## config.mk

```make
export PLATFORM = sky130hd
export DESIGN_NAME = fft_input_framer
export DESIGN_NICKNAME = d
export VERILOG_FILES = /design/src/rtl/fft_input_framer.sv
export SDC_FILE = /design/constraint.sdc
export NUM_CORES = 1
export LEC_CHECK = 0
export BUFFER_PORTS_ARGS = -buffer_cell sky130_fd_sc_hd__buf_2
export CAP_MARGIN = 20
export CELL_PAD_IN_SITES_DETAIL_PLACEMENT = 0
export CELL_PAD_IN_SITES_GLOBAL_PLACEMENT = 1
export CORE_MARGIN = 3
export CORE_UTILIZATION = 56
export DETAILED_ROUTE_END_ITERATION = 16
export PLACE_DENSITY = 0.85
export SYNTH_ARGS = -nofsm -noshare
export SYNTH_HDL_FRONTEND = slang
export SYNTH_SLANG_ARGS = --single-unit
```

## constraint.sdc

```tcl
create_clock -name fastclock -period 6.3 [get_ports fastclock]
set_input_delay 0.315 -clock fastclock [delete_from_list [all_inputs] [get_ports fastclock]]
set_output_delay 0.315 -clock fastclock [all_outputs]
set_load 0.01 [all_outputs]
```

## src/rtl/fft_input_framer.sv

```systemverilog
// fft_input_framer: collects a valid/ready sample stream into N-sample frames
// in a ping-pong double buffer and replays each full frame to the FFT in
// bit-reversed order, one sample per cycle, with frame starts spaced by at
// least GAP cycles.
module fft_input_framer #(
    parameter int N     = 8,
    parameter int WIDTH = 8,
    parameter int GAP   = 16
) (
    input  logic             fastclock,
    input  logic             n_rst,
    input  logic [WIDTH-1:0] s_data,
    input  logic             s_valid,
    output logic             s_ready,
    output logic             readyin,
    output logic [WIDTH-1:0] x,
    output logic [7:0]       frames_sent
);

    localparam int LOGN = $clog2(N);
    localparam int CW   = $clog2(GAP + 1);
    localparam logic [LOGN-1:0] PTR_LAST = LOGN'(N - 1);
    // Last WAIT count; only meaningful when GAP > N.
    localparam logic [CW-1:0] CNT_LAST = (GAP > N) ? CW'(GAP - N - 1) : {CW{1'b0}};

    typedef enum logic [1:0] {
        IDLE = 2'd0,
        SEND = 2'd1,
        WAIT = 2'd2
    } state_t;

    // Reverse the LOGN address bits to produce the FFT input ordering.
    function automatic logic [LOGN-1:0] bitrev(input logic [LOGN-1:0] v);
        logic [LOGN-1:0] r;
        r = {LOGN{1'b0}};
        for (int i = 0; i < LOGN; i++) begin
            r[i] = v[LOGN-1-i];
        end
        return r;
    endfunction

    // Storage: two banks of N samples, plus one full flag per bank.
    logic [WIDTH-1:0] mem [0:1][0:N-1];
    logic [1:0]       full_r;

    // Write side state.
    logic             wbank_r;
    logic [LOGN-1:0]  wptr_r;
    logic             wr_fire_s;
    logic             wr_last_s;
    logic [1:0]       full_set_s;

    // Read side state.
    state_t           state_r, state_next_s;
    logic             rbank_r, rbank_next_s;
    logic [LOGN-1:0]  rptr_r, rptr_next_s;
    logic [CW-1:0]    cnt_r, cnt_next_s;
    logic             readyin_next_s;
    logic [WIDTH-1:0] x_next_s;
    logic [7:0]       frames_next_s;
    logic             rd_done_s;
    logic [1:0]       full_clr_s;

    // The writer may only fill a bank that the reader has released.
    assign s_ready   = !full_r[wbank_r] && !n_rst;
    assign wr_fire_s = s_valid && s_ready;
    assign wr_last_s = wr_fire_s && (wptr_r == PTR_LAST);

    // Decode which bank flag is set by the writer and cleared by the reader.
    always_comb begin
        full_set_s = 2'b00;
        full_clr_s = 2'b00;
        if (wr_last_s) begin
            full_set_s[wbank_r] = 1'b1;
        end else begin
            full_set_s = 2'b00;
        end
        if (rd_done_s) begin
            full_clr_s[rbank_r] = 1'b1;
        end else begin
            full_clr_s = 2'b00;
        end
    end

    // Write pointer and write bank advance on every accepted sample.
    always_ff @(posedge fastclock) begin
        if (n_rst) begin
            wbank_r <= 1'b0;
            wptr_r  <= {LOGN{1'b0}};
        end else if (wr_fire_s) begin
            if (wptr_r == PTR_LAST) begin
                wptr_r  <= {LOGN{1'b0}};
                wbank_r <= ~wbank_r;
            end else begin
                wptr_r  <= wptr_r + {{(LOGN-1){1'b0}}, 1'b1};
            end
        end
    end

    // Sample storage; contents survive reset because the full flags gate use.
    always_ff @(posedge fastclock) begin
        if (wr_fire_s) begin
            mem[wbank_r][wptr_r] <= s_data;
        end
    end

    // Full flags: writer and reader always own different banks, so a set and
    // a clear in the same cycle land on different bits.
    always_ff @(posedge fastclock) begin
        if (n_rst) begin
            full_r <= 2'b00;
        end else begin
            full_r <= (full_r | full_set_s) & ~full_clr_s;
        end
    end

    // Read FSM next-state and next-output logic.
    always_comb begin
        state_next_s   = state_r;
        rbank_next_s   = rbank_r;
        rptr_next_s    = rptr_r;
        cnt_next_s     = cnt_r;
        readyin_next_s = 1'b0;
        x_next_s       = {WIDTH{1'b0}};
        frames_next_s  = frames_sent;
        rd_done_s      = 1'b0;
        case (state_r)
            IDLE: begin
                if (full_r[rbank_r]) begin
                    state_next_s = SEND;
                    rptr_next_s  = {LOGN{1'b0}};
                end else begin
                    state_next_s = IDLE;
                end
            end
            SEND: begin
                readyin_next_s = 1'b1;
                x_next_s       = mem[rbank_r][bitrev(rptr_r)];
                if (rptr_r == PTR_LAST) begin
                    rd_done_s     = 1'b1;
                    rbank_next_s  = ~rbank_r;
                    frames_next_s = frames_sent + 8'd1;
                    rptr_next_s   = {LOGN{1'b0}};
                    cnt_next_s    = {CW{1'b0}};
                    if (GAP > N) begin
                        state_next_s = WAIT;
                    end else if (full_r[~rbank_r]) begin
                        // Next bank already waiting: keep the spacing exact.
                        state_next_s = SEND;
                    end else begin
                        state_next_s = IDLE;
                    end
                end else begin
                    rptr_next_s = rptr_r + {{(LOGN-1){1'b0}}, 1'b1};
                end
            end
            WAIT: begin
                if (cnt_r == CNT_LAST) begin
                    rptr_next_s = {LOGN{1'b0}};
                    if (full_r[rbank_r]) begin
                        state_next_s = SEND;
                    end else begin
                        state_next_s = IDLE;
                    end
                end else begin
                    cnt_next_s = cnt_r + {{(CW-1){1'b0}}, 1'b1};
                end
            end
            default: begin
                state_next_s = IDLE;
            end
        endcase
    end

    // Read FSM state and registered FFT-side outputs.
    always_ff @(posedge fastclock) begin
        if (n_rst) begin
            state_r     <= IDLE;
            rbank_r     <= 1'b0;
            rptr_r      <= {LOGN{1'b0}};
            cnt_r       <= {CW{1'b0}};
            readyin     <= 1'b0;
            x           <= {WIDTH{1'b0}};
            frames_sent <= 8'd0;
        end else begin
            state_r     <= state_next_s;
            rbank_r     <= rbank_next_s;
            rptr_r      <= rptr_next_s;
            cnt_r       <= cnt_next_s;
            readyin     <= readyin_next_s;
            x           <= x_next_s;
            frames_sent <= frames_next_s;
        end
    end

endmodule

```

==> results of run 1 <==
-- flip-flops by register name (all words and copies together) (netlist names), 2 cells and up, named ones only --
name	cells
cnt_r	5
frames_sent	8
full_r	2
mem	128
rptr_r	3
state_r	2
wptr_r	3
x	8
-- metrics by stage --
| step | hold slack (ns) | power (uW) | area (um^2) | utilization, % | worst slack, ns |
|---|---|---|---|---|---|
| floorplan | 0.407 | 1200 | 6380 | - | 4.24 |
| global placement | 0.465 | 1220 | 6590 | 60.0 | 3.72 |
| detailed placement | 0.474 | 1220 | 6590 | 60.0 | 3.64 |
| CTS | 0.260 | 2170 | 7140 | 65.0 | 3.58 |
| global route | 0.285 | 2220 | 7180 | 65.4 | 3.61 |
| finish | 0.281 | 2160 | 7180 | 65.4 | 3.77 |
-- logic make-up (layout without fill, tap and decap cells) --
family	Yosys count	after routing	share of synthesized area [%]
AOI/OAI and AO/OA	39	39	3.77
xor gates and xnor gates	8	8	1.10
adders and majority gates	8	8	1.57
buffers and inverters	22	71	2.20
DFF	163	163	71.2
muxes	43	43	13.6
and+or+nand+nor	81	81	6.53
-- worst min-delay path, stage by stage --
cell and delay, ns:
buf_2 0.13, a31oi_1 0.09, nor3_1 0.11
-- cells in the mapped netlist, types with 2 or more instances --
| cell | instances | area share [%] |
|---|---|---|
| edfxtp_1 | 128 | 60 |
| dfxtp_1 | 35 | 11 |
| nor2_1 | 26 | 1.5 |
| mux4_2 | 22 | 7.8 |
| nand2_1 | 18 | 1.1 |
| mux2i_1 | 11 | 1.7 |
| mux4_1 | 10 | 4.1 |
| a21oi_1 | 9 | 0.71 |
| a22oi_1 | 9 | 1.1 |
| ha_1 | 8 | 1.6 |
| nor3_1 | 8 | 0.63 |
| o21ai_1 | 8 | 0.63 |
| buf_2 | 7 | 0.55 |
| o21ai_0 | 5 | 0.39 |
| or3_1 | 5 | 0.49 |
| xor2_1 | 5 | 0.69 |
| buf_1 | 4 | 0.24 |
| inv_1 | 4 | 0.24 |
| nand2b_1 | 4 | 0.39 |
| nand3_1 | 4 | 0.31 |
| a31oi_1 | 3 | 0.29 |
| and3_1 | 3 | 0.29 |
| nand3b_1 | 3 | 0.35 |
| nand4_1 | 3 | 0.29 |
| xnor2_1 | 3 | 0.41 |
| buf_8 | 2 | 0.47 |
| clkbuf_1 | 2 | 0.12 |
-- final timing paths --
path / endpoint / slack [ns] / cells after the start
worst min-delay path: full_r[1] / 0.28 / 3
worst max register to register: mem[0][55] / 3.77 / 5
worst max-delay path: mem[0][55] / 3.77 / 5
worst min register to register: cnt_r[1] / 0.48 / 2
-- per-layer routing --
layer | vias up | share of wire [%] | track usage, %
met4 | 0 | 1.6 | 8.81
met3 | 14 | 6.0 | 5.99
met1 | 1613 | 43 | 27.2
met5 | - | 0 | 0
met2 | 108 | 49 | 30.3
li1 | 1510 | - | -
-- power by group through the flow --
stage	sequential (uW)	clock, uW	combinational (uW)
floorplan	1190	0	11.3
global placement	1190	0	30.2
detailed placement	1190	0	31.5
CTS	1160	975	32.0
global route	1160	1020	35.8
finish	1160	959	32.0
-- cell type report --
type,instances,area share [%]
Clock buffer,20,6.08
Clock inverter,12,1.60
Inverter,5,0.296
Multi-Input combinational cell,179,23.6
Sequential cell,163,63.3
Tap cell,140,2.44
Timing Repair Buffer,34,2.68
==> results.yml, run 1 <==
critical_path:
  arrival_ns: 2.65
  crit_family: "simple AND/OR/NAND/NOR gates"
  path_max_fanout: 11
  critical_path.max_stage_delay_ns: 0.60
  start_kind: "flop"
  cp-end-kind: "flop"
  crit_chain: "mux2i_1, and3_1, nand3b_1, nor3_1, buf_2"
  critical_path_class: "flop to flop"
  crit_required_ns: 6.42
  crit_buf_inv: 1
  cp_slowest_cell: "nor3_1"
  worstSetupStartpoint: "wbank_r"
  r2r_start: "wbank_r"
synth:
  avgSynthCellArea_um2: 17.5
  ys_warn_count: 0
  synth_edf_count: 128
  syn_area_um2: 6380
  syn_inst: 364
  synth_cell_types: 42
  synth_flop_cell: "edfxtp_1"
  seq_area_frac_synth_pct: 71.2
  synthArstFlopShare_pct: 0
  syn-num-nets: 383
  synth_seq_cells: 163
run_status:
  status: "finished clean"
timing:
  worstMarginPinSlew_ns: 0.872
  grt_setup_unrepaired: "false"
  fin_worst_skew_ns: 0.0262
  finalHoldViolations: 0
  setup_viol_count_final: 0
  slew_violations: 0
  max_freq_mhz: 395
  maxSlewHeadroom_pct: 41.7
  layout_worst_path_cycle_share_pct: 40.2
  period_minus_slack_ns: 2.53
  tns_ns: 0
floorplan:
  die_area_um2: 12700
  die_x_um: 113
  core-area_um2: 11000
  die_h_um: 113
  ios: 29
  start_util_pct: 58.1
  num_rows: 38
global_routing:
  grt_pass1_wl_um: 18500
  antenna_found_initial: 0
  grt_usage_pct: 20.0
  grt_overflow: 0
  grt_pass1_vias: 3329
  grt_max_degree: 33
layout:
  fillCellCount: 727
  drive_above_1_share_pct: 21.5
  synthToLayoutAreaGrowth_pct: 12.6
  final_common_cell: "edfxtp_1"
  antenna_cells: 0
  ff_latch_area_um2: 4550
  layout_common_cells: "edfxtp_1 (128), dfxtp_1 (34), buf_2 (30)"
  final_cells: 553
  multi_input_area_um2: 1700
  layout.nets: 419
route:
  drt_iter0_markers: 329
  final_antenna_net_count: 0
  viasPerCell: 5.87
  drtPass1Iterations: 6
  wl_um: 11800
  vias: 3245
  drc: 0
  wl_per_cell_um: 21.3
pwr:
  peakVddDrop_mv: 0.146
  p_int_uw: 1750
  leakagePower_uw: 0.00241
  p_seq_share_pct: 54.0
  switching_power_uw: 410
  swShare_pct: 19.0
  power_density_nw_per_um2: 300
  p_clk_share_pct: 44.5
  combinationalPowerShare_pct: 1.5
clock_network:
  cts_setup_buffers: 0
  cts.sinks: 163
  h-tree-depth: 4
  numCtsBuffers: 17
  path_clk_slew_ns: 0.06
  root_buffer: "clkbuf_16"
  hold_buffers: 0
  cts_resized: 0
  clockBufferDepth: 2
  clk_latency_ns: 0.42
  cts_tree: "done"
placement:
  globalplace.congestion: 0.753
  place_inst: 517
  dp_hpwl_um: 7380
  io_buffer_count: 28
min_path:
  hp-class: "input pin to flop"
  hp-start: "s_valid"
flow_run:
  max-cap-violations: 0
No activity file was read; power rests on OpenSTA's default activity.
==> run 2, diff against run 1 <==
CORE_UTILIZATION = 52   (was 56)
PLACE_DENSITY = 0.8   (was 0.85)
clock period = 2.45 ns   (was 6.3 ns; I/O delays follow)
==> run 2 against run 1 <==
Sequential share of layout area is 1.5 points lower. Hold slack worse by 0.20 ns. Final cell count increased by 2.9%. Design area up 2.5%. Setup slack got worse by 3.5 ns. Power grew to 2.7 times the previous value. Die area rose by 7.3%. Via count is 0.28% higher. Clock-buffer cell count up 5.
==> results.yml, run 2 (synthesized netlist as in run 1, its figures left out) <==
global_routing:
  grt_overflow: 0
  grt_pass1_vias: 3254
  grt_max_degree: 34
  grt_pass1_wl_um: 18100
  grt_usage_pct: 18.5
  antenna_found_initial: 0
layout:
  synthToLayoutAreaGrowth_pct: 15.4
  drive_above_1_share_pct: 23.2
  fillCellCount: 832
  ff_latch_area_um2: 4550
  multi_input_area_um2: 1700
  final_util_pct: 62.8
  largest_reg_flops: 128
  final_common_cell: "edfxtp_1"
  reg.largest.list: "mem (128), frames_sent (8), x (8)"
  final_cells: 569
  layout_common_cells: "edfxtp_1 (128), dfxtp_1 (34), buf_2 (28)"
  top_register: "mem"
  layout.nets: 432
  antenna_cells: 0
run_status:
  status: "finished clean"
timing:
  grt_setup_unrepaired: "false"
  layout_worst_path_cycle_share_pct: 87.5
  maxSlewHeadroom_pct: 68.7
  period_minus_slack_ns: 2.14
  max_freq_mhz: 466
  worstMarginPinSlew_ns: 0.470
  setup_viol_count_final: 0
  slew_violations: 0
  tns_ns: 0
  finalHoldViolations: 0
  fin_worst_skew_ns: 0.00527
pwr:
  peakVddDrop_mv: 0.437
  p_int_uw: 4840
  power_density_nw_per_um2: 795
  leakagePower_uw: 0.00252
  p_seq_share_pct: 51.2
  combinationalPowerShare_pct: 1.4
  p_clk_share_pct: 47.5
  switching_power_uw: 1010
  swShare_pct: 17.3
clock_network:
  cts_setup_buffers: 0
  path_clk_slew_ns: 0.05
  cts_resized: 0
  hold_buffers: 0
  cts_tree: "done"
  h-tree-depth: 4
  root_buffer: "clkbuf_16"
  clockBufferDepth: 2
  cts.sinks: 163
  clk_latency_ns: 0.42
  numCtsBuffers: 17
floorplan:
  start_util_pct: 54.5
  num_rows: 39
  core-area_um2: 11700
  die_area_um2: 13600
  die_x_um: 117
  ios: 29
  die_h_um: 117
critical_path:
  cp_slowest_cell: "dfxtp_1"
  crit_cells: 5
  timing.rr.end: "mem[0][56]"
  r2r_slack_ns: 0.31
  crit_required_ns: 2.57
  cp-end-kind: "flop"
  crit_chain: "mux2i_1, nand3_1, or3_1, nor3_1, buf_4"
  r2r_start: "wbank_r"
  crit_end: "mem[0][56]"
  worstSetupStartpoint: "wbank_r"
  critical_path.max_stage_delay_ns: 0.54
  arrival_ns: 2.27
  start_kind: "flop"
  crit_family: "simple AND/OR/NAND/NOR gates"
  crit_buf_inv: 1
  path_max_fanout: 11
  r2r_cells: 5
  critical_path_class: "flop to flop"
route:
  vias: 3254
  drt_iter0_markers: 226
  drc: 0
  wl_um: 11200
  viasPerCell: 5.72
  wl_per_cell_um: 19.7
  drtPass1Iterations: 4
  final_antenna_net_count: 0
placement:
  globalplace.congestion: 0.809
  dp_hpwl_um: 7230
  io_buffer_count: 28
  place_inst: 537
min_path:
  hp-class: "input pin to flop"
flow_run:
  max-cap-violations: 0
[run 2: worst min-delay path by stage]
| stage | to | start | cells past startpoint | slack, ns |
|---|---|---|---|---|
| 2_1_floorplan | readyin | n_rst | 1 | 0.21 |
| 3_5_place_dp | cnt_r[1] | cnt_r[1] | 2 | 0.48 |
| 3_3_place_gp | cnt_r[1] | cnt_r[1] | 2 | 0.46 |
| 4_1_cts | full_r[1] | s_valid | 3 | 0.06 |
| 6_report | full_r[0] | s_valid | 3 | 0.08 |
| 5_1_grt | full_r[1] | s_valid | 3 | 0.09 |
[run 2: power groups by stage]
stage | logic, uW | registers, uW | clock network (uW)
floorplan | 29.0 | 3050 | 0
global placement | 77.1 | 3050 | 0
detailed placement | 80.4 | 3050 | 0
CTS | 80.4 | 3000 | 2820
global route | 89.1 | 2990 | 2940
finish | 79.4 | 3000 | 2780
[run 2: cell type report]
class,instances,share of cell area (%)
Sequential cell,163,61.8
Clock inverter,7,2.14
Timing Repair Buffer,47,4.01
Tap cell,143,2.43
Clock buffer,25,6.32
Inverter,5,0.289
Multi-Input combinational cell,179,23.0
[run 2: through the flow]
| step | hold slack [ns] | total power [uW] | cell area (um^2) | worst slack [ns] |
|---|---|---|---|---|
| 6_report | 0.0771 | 5850 | 7360 | 0.306 |
| 5_1_grt | 0.0862 | 6030 | 7360 | 0.118 |
| 4_1_cts | 0.0591 | 5900 | 7360 | 0.311 |
| 3_5_place_dp | 0.479 | 3130 | 6740 | 0.333 |
| 3_3_place_gp | 0.462 | 3130 | 6740 | 0.420 |
| 2_1_floorplan | 0.214 | 3080 | 6380 | 0.387 |
[run 2: layer usage]
| layer | track usage (%) | up-vias | share of wire [%] |
|---|---|---|---|
| li1 | - | 1544 | - |
| met1 | 26.5 | 1614 | 47 |
| met2 | 27.0 | 77 | 46 |
| met3 | 5.18 | 19 | 5.2 |
| met4 | 7.72 | 0 | 2.0 |
| met5 | 0 | - | 0 |
[run 2: worst min-delay path: stages]
cell	delay (ns)
buf_2	0.12
a31oi_1	0.09
nor3_1	0.11
==> run 3, diff against run 2 <==
CORE_UTILIZATION = 25   (was 52)
PLACE_DENSITY = 0.45   (was 0.8)
==> run 3 against run 2 <==
Clock skew rose by 0.0053 ns. Clock-buffer cell count is 8 lower. Combinational power is 10% higher. Final cell count is 32% higher. Sequential share of layout area is 1.8 points lower. Wire length is 28% higher. Critical path depth stayed put. Setup slack better by 0.26 ns. Critical endpoint is now mem[0][58].
==> results.yml, run 3 (synthesized netlist as in run 1, its figures left out) <==
clock_network:
  clk_latency_ns: 0.42
  cts_tree: "done"
  h-tree-depth: 4
  clockBufferDepth: 2
  numCtsBuffers: 17
  cts.sinks: 163
  root_buffer: "clkbuf_16"
  path_clk_slew_ns: 0.06
timing:
  max_freq_mhz: 530
  finalHoldViolations: 0
  layout_worst_path_cycle_share_pct: 77.0
  grt_setup_unrepaired: "false"
  maxSlewHeadroom_pct: 70.5
  slew_violations: 0
  setup_ws_ns: 0.563
  hold_slack_ns: 0.0682
  fin_worst_skew_ns: 0.0105
  setup_viol_count_final: 0
  period_minus_slack_ns: 1.89
  tns_ns: 0
  worstMarginPinSlew_ns: 0.440
placement:
  dp_hpwl_um: 9270
  pre_cts_slack_ns: 0.534
  io_buffer_count: 28
  globalplace.congestion: 0.728
pwr:
  leakagePower_uw: 0.00251
  power_density_nw_per_um2: 752
  peakVddDrop_mv: 0.382
floorplan:
  num_rows: 57
  die_x_um: 166
  core-area_um2: 24700
  start_util_pct: 25.9
  die_area_um2: 27500
  ios: 29
  die_h_um: 166
critical_path:
  r2r_cells: 5
  arrival_ns: 2.01
  critical_path_class: "flop to flop"
  cp-end-kind: "flop"
  r2r_start: "wbank_r"
  timing.rr.end: "mem[0][58]"
  crit_end: "mem[0][58]"
  path_max_fanout: 8
  r2r_slack_ns: 0.56
  crit_required_ns: 2.57
  start_kind: "flop"
  worstSetupStartpoint: "wbank_r"
route:
  drtPass1Iterations: 4
  vias: 3282
  wl_per_cell_um: 19.0
  drt_iter0_markers: 215
  drc: 0
  viasPerCell: 4.36
  wl_um: 14300
  final_antenna_net_count: 0
global_routing:
  grt_pass1_wl_um: 21700
  grt_overflow: 0
  antenna_found_initial: 0
  grt_max_degree: 34
  grt_pass1_vias: 3376
  grt_usage_pct: 10.7
layout:
  reg.largest.list: "mem (128), frames_sent (8), x (8)"
  top_register: "mem"
  layout_common_cells: "edfxtp_1 (128), dfxtp_1 (34), buf_2 (28)"
  largest_reg_flops: 128
  synthToLayoutAreaGrowth_pct: 18.8
  drive_above_1_share_pct: 25.0
  fillCellCount: 2484
  final_util_pct: 30.7
  antenna_cells: 0
  layout.nets: 435
  final_common_cell: "edfxtp_1"
flow_run:
  max-cap-violations: 0
min_path:
  hp-start: "s_valid"
  hp-class: "input pin to flop"
run_status:
  status: "finished clean"
-- run 3: where the power goes --
group,switching [uW],internal (uW)
Combinational,64.3,23.1
Sequential,4.58,2990
Clock,1110,1510
Total,1180,4520
-- run 3: cell type report --
| class | count | area [um^2] | share of cell area (%) |
|---|---|---|---|
| multi-input combinational | 179 | 1700 | 22.4 |
| inverter | 5 | 21.3 | 0.281 |
| sequential | 163 | 4550 | 60.0 |
| clock buffer | 17 | 425 | 5.61 |
| timing repair buffer | 50 | 333 | 4.39 |
| clock inverter | 14 | 151 | 2.00 |
| tap | 324 | 405 | 5.35 |
-- run 3: stage by stage --
stage,std cells,instance area [um^2],power [uW]
4_1_cts,752,7580,5810
3_5_place_dp,720,6990,3150
2_1_floorplan,364,6380,3080
6_report,752,7580,5700
5_1_grt,752,7580,5920
3_3_place_gp,720,6990,3140
-- run 3: worst min-delay path by stage --
stage / end / slack, ns / depth (start not counted)
3_3_place_gp: state_r[0] / 0.39 / 2
3_5_place_dp: rptr_r[2] / 0.38 / 2
4_1_cts: full_r[0] / 0.05 / 3
5_1_grt: full_r[0] / 0.09 / 3
2_1_floorplan: readyin / 0.21 / 1
6_report: full_r[0] / 0.07 / 3
-- run 3: metal layers --
layer | routed length, um | part of all wire (%) | global-route usage, %
met1 | 6820 | 48 | 14.6
met2 | 6840 | 48 | 17.0
met3 | 495 | 3.5 | 3.02
met4 | 121 | 0.85 | 2.82
met5 | 0 | 0 | 0
-- run 3: repair_timing --
item / CTS / global route
hold endpoints to repair: 3 / 0
hold buffers: 1 / 0
setup buffers: 0 / 0
setup endpoints to repair: 0 / 0
resized for setup: 0 / 0
-- run 3: worst max-delay path, cell delays in order (launching register included) --
cell	delay, ns
dfxtp_1	0.34
mux2i_1	0.24
nand3_1	0.20
or3_1	0.42
nor3_1	0.17
buf_4	0.22
